--- config.mk ---
export PLATFORM = sky130hd
export DESIGN_NAME = sat_counter
export DESIGN_NICKNAME = d
export VERILOG_FILES = /design/src/rtl/counter_stream_checker_sat_counter.sv
export SDC_FILE = /design/constraint.sdc
export NUM_CORES = 1
export LEC_CHECK = 0
export CAP_MARGIN = 30
export CORE_AREA = 2 2 39 41
export DETAILED_ROUTE_END_ITERATION = 12
export DIE_AREA = 0 0 41 43
export PLACE_DENSITY = 0.71
export SLEW_MARGIN = 20
export SYNTH_ARGS = -nofsm -noshare
export SYNTH_HDL_FRONTEND = slang
export SYNTH_SLANG_ARGS = --single-unit
--- constraint.sdc ---
create_clock -name clk -period 4 [get_ports clk]
set_clock_uncertainty 0.15 [all_clocks]
set_input_delay 0.6 -clock clk [delete_from_list [all_inputs] [get_ports clk]]
set_output_delay 0.6 -clock clk [all_outputs]
set_load 0.01 [all_outputs]
--- src/rtl/counter_stream_checker_sat_counter.sv ---
// Saturating up-counter with synchronous clear; holds at all-ones.
module sat_counter #(
    parameter int unsigned W = 8
) (
    input  logic         clk,
    input  logic         rst,
    input  logic         clr,
    input  logic         inc,
    output logic [W-1:0] cnt,
    output logic         sat
);

    localparam logic [W-1:0] CNT_MAX = '1;

    always_ff @(posedge clk or negedge rst) begin
        if (!rst) begin
            cnt <= '0;
        end else if (clr) begin
            cnt <= '0;
        end else if (inc && (cnt != CNT_MAX)) begin
            cnt <= cnt + W'(1);
        end
    end

    assign sat = (cnt == CNT_MAX);

endmodule

==> impl_metrics.py, run 1 <==
metrics = {
    "layout": {
        "final_cell_area_um2": 628,
        "top_regs": "cnt x8",
        "multi_input_area_um2": 262,
        "instances_no_fill": 77,
        "n_fill_cell": 133,
        "n_antenna_cell": 0,
        "largest_register_ffs": 8,
        "regArea_um2": 200,
        "area_delta_synth_final_pct": 33.9,
        "nets": 68,
        "top_register": "cnt",
        "drive_gt1_share_pct": 14.8,
    },
    "cts": {
        "cts_setup_buffers": 0,
        "clock_latency_ns": 0.26,
        "cts_hold_buf": 0,
        "clockBufferDepth": 2,
        "cts_buffers": 3,
        "cts.clk_slew.worst_paths_ns": 0.05,
        "postCtsResizedCells": 0,
        "cts_root_buffer": "clkbuf_4",
        "cts_tree": "done",
        "cts_max_level": 1,
        "clock_sinks": 8,
    },
    "grt": {
        "gr-total-overflow": 0,
        "grt_max_degree": 12,
        "grt_pass1_vias": 394,
        "antenna_found_initial": 0,
        "grt_usage_pct": 15.1,
        "grt_pass1_wl_um": 1680,
    },
    "synthesis": {
        "synth_area_um2": 469,
        "synth_top_area_share_pct": 42.7,
        "yosys_warnings": 0,
        "post-synth-top-count-cell": "dfrtp_1",
        "synth_ff_type": "dfrtp_1",
        "netlist-cell-type-count": 25,
        "synth_fp_nets": 52,
        "ys_ff_latch": 8,
        "seq_area_frac_synth_pct": 42.7,
        "synth_cells": 47,
        "avgSynthCellArea_um2": 9.98,
        "synth-async-reset-ratio_pct": 100,
        "synth_area_leaders": "dfrtp_1 (43%), a211oi_1 (6.4%), a21oi_1 (3.2%)",
        "yosys.area.top_type": "dfrtp_1",
        "synthTopCellsByCount": "dfrtp_1 (8), a211oi_1 (4), a21oi_1 (3), nand2_1 (3), nand3_1 (3)",
        "synth_edf_count": 0,
    },
    "critical_path": {
        "crit_path_start_kind": "flip-flop",
        "critPathCapture": "sat",
        "critPathLaunch": "cnt[0]",
        "cp_top_family": "buffers and inverters",
        "crit_buf_inv": 1,
        "r2r_cells": 4,
        "reg2reg_slack_ns": 2.31,
        "crit_path_end_kind": "primary output",
        "worst_path_max_delay_cell": "clkdlybuf4s50_1",
        "regToRegEndpoint": "cnt[0]",
        "cp.arrival_ns": 1.88,
        "crit_chain": "ha_1 -> and4_4 -> and2_2 -> clkdlybuf4s50_1",
        "worstSetupPathType": "reg -> out",
        "crit_cells": 4,
        "reg2reg_from": "cnt[0]",
        "cp_slowest_stage_delay_ns": 0.52,
        "cp_max_fo": 6,
        "critPathRequiredTime_ns": 3.25,
    },
    "power_and_ir_drop": {
        "p_total_uw": 166,
        "p_leak_nw": 0.247,
        "powerDensity_nw_per_um2": 264,
        "peakVddDrop_uv": 134,
    },
    "detailed_routing": {
        "drt_first_pass_iters": 4,
        "drt_iter0_drc": 24,
        "ant_nets": 0,
        "wl_um": 998,
        "dr_total_vias": 432,
        "wire_per_inst_um": 13.0,
        "drc_errors": 0,
        "via_per_inst": 5.61,
    },
    "die": {
        "initial_core_util_pct": 33.9,
        "rows": 14,
        "core_area_um2": 1380,
        "dieArea_um2": 1760,
        "die_width_um": 41,
        "die_h_um": 43,
        "io_pins": 13,
    },
    "sta": {
        "worst-slew-pin-transition_ns": 0.378,
        "clock.fmax_mhz": 380,
        "hold_viol": 0,
        "setup_ws_ns": 1.37,
        "finalSetupTns_ns": 0,
        "fin_crit_sh_pct": 65.7,
        "setup_viol": 0,
        "slew_headroom_pct": 74.7,
        "maxSlewViolCount": 0,
        "rsz0062_at_grt": "false",
        "min_period_ns": 2.63,
    },
    "outcome": {
        "status": "completed",
    },
    "placed_design": {
        "placed_area_um2": 606,
        "place_congestion": 0.727,
        "pre_cts_slack_ns": 1.66,
        "dp_hpwl_um": 724,
        "dpl.cell_count": 74,
        "io_buffers": 12,
    },
    "job": {
        "maxCapViolCount": 0,
    },
    "hold_path": {
        "hold_class": "reg -> reg",
    },
}
==> where the power goes <==
part	switching [mW]	leakage [nW]	internal, mW
Clock	0.0271	0.0138	0.0343
Combinational	0.00828	0.123	0.0104
Sequential	0.00281	0.110	0.0830
==> routing by layer <==
metal	vias to the layer above	share of wire, %	GRT usage [%]	wire length (µm)
met2	18	46	20.9	457
met1	197	44	16.1	435
met5	-	0	0	0
li1	211	-	-	-
met4	0	2.9	9.33	29
met3	6	7.6	9.95	76
==> layout by cell type (no fill, tap or decap), drive strengths merged, types with 2 or more instances in the layout <==
cell           instances
a211oi                 4
a21oi                  3
a31oi                  2
and4                   2
clkbuf                 3
clkdlybuf4s50         12
dfrtp                  8
mux2                   2
nand2                  3
nand2b                 2
nand3                  3
nand4                  2
nor2b                  2
nor3                   2
o21bai                 2
==> worst reg2reg max path: cells and delay by family (launching register included) <==
kind / cells / cell delay, ns
flip-flops: 1 / 0.42
multiplexers: 1 / 0.32
AO/OA/AOI/OAI: 1 / 0.20
AND/OR/NAND/NOR: 1 / 0.21
adder cells (fa/ha/maj): 1 / 0.28
==> cells by family after synthesis <==
group                      after synthesis  synth area share (%)
adders and majority gates                1                  2.67
DFF                                      8                  42.7
buffers and inverters                    2                  1.60
muxes                                    3                  7.73
and+or+nand+nor                         21                  27.5
AOI/OAI and AO/OA                       12                  17.9
==> worst min path at each step <==
stage	depth (start not counted)	to	slack (ns)	from
after floorplan	0	cnt[0]	0.15	rst
after detailed placement	1	cnt[5]	0.43	cnt[5]
after CTS	1	cnt[5]	0.44	cnt[5]
after global routing	1	cnt[5]	0.46	cnt[5]
after global placement	1	cnt[5]	0.41	cnt[5]
final	1	cnt[5]	0.44	cnt[5]
==> layout make-up <==
type                       instances  share of cell area, %
multi-input combinational         37                   41.6
sequential                         8                   31.9
timing repair buffer              12                   19.1
clock buffer                       3                   3.59
tap                               16                   3.19
inverter                           1                  0.598
==> per-stage QoR <==
| stage | hold slack, ns | util [%] |
|---|---|---|
| after floorplan | 0.154 | - |
| after global placement | 0.414 | 43.8 |
| after detailed placement | 0.428 | 43.8 |
| after CTS | 0.436 | 45.4 |
| after global routing | 0.455 | 45.4 |
| final | 0.444 | 45.4 |
Power figures use the tool's default switching activity.
==> inputs of run 2 (changes only) <==
==> constraint.sdc (replaced) <==
create_clock -name clk -period 2.6 [get_ports clk]
set_clock_uncertainty 0.15 [all_clocks]
set_input_delay 0.39 -clock clk [delete_from_list [all_inputs] [get_ports clk]]
set_output_delay 0.39 -clock clk [all_outputs]
set_load 0.01 [all_outputs]
==> results of run 2 <==
Same layout as run 1 (identical final DEF). Status: completed.
Main changes from that run: setup slack after placement 1.66 ns -> 0.466 ns; setup slack after layout 1.37 ns -> 0.181 ns; hold slack 0.444 ns -> 0.265 ns; register-to-register setup slack 2.31 ns -> 0.91 ns; total power 0.166 mW -> 0.255 mW; worst IR drop on VDD 134 µV -> 206 µV
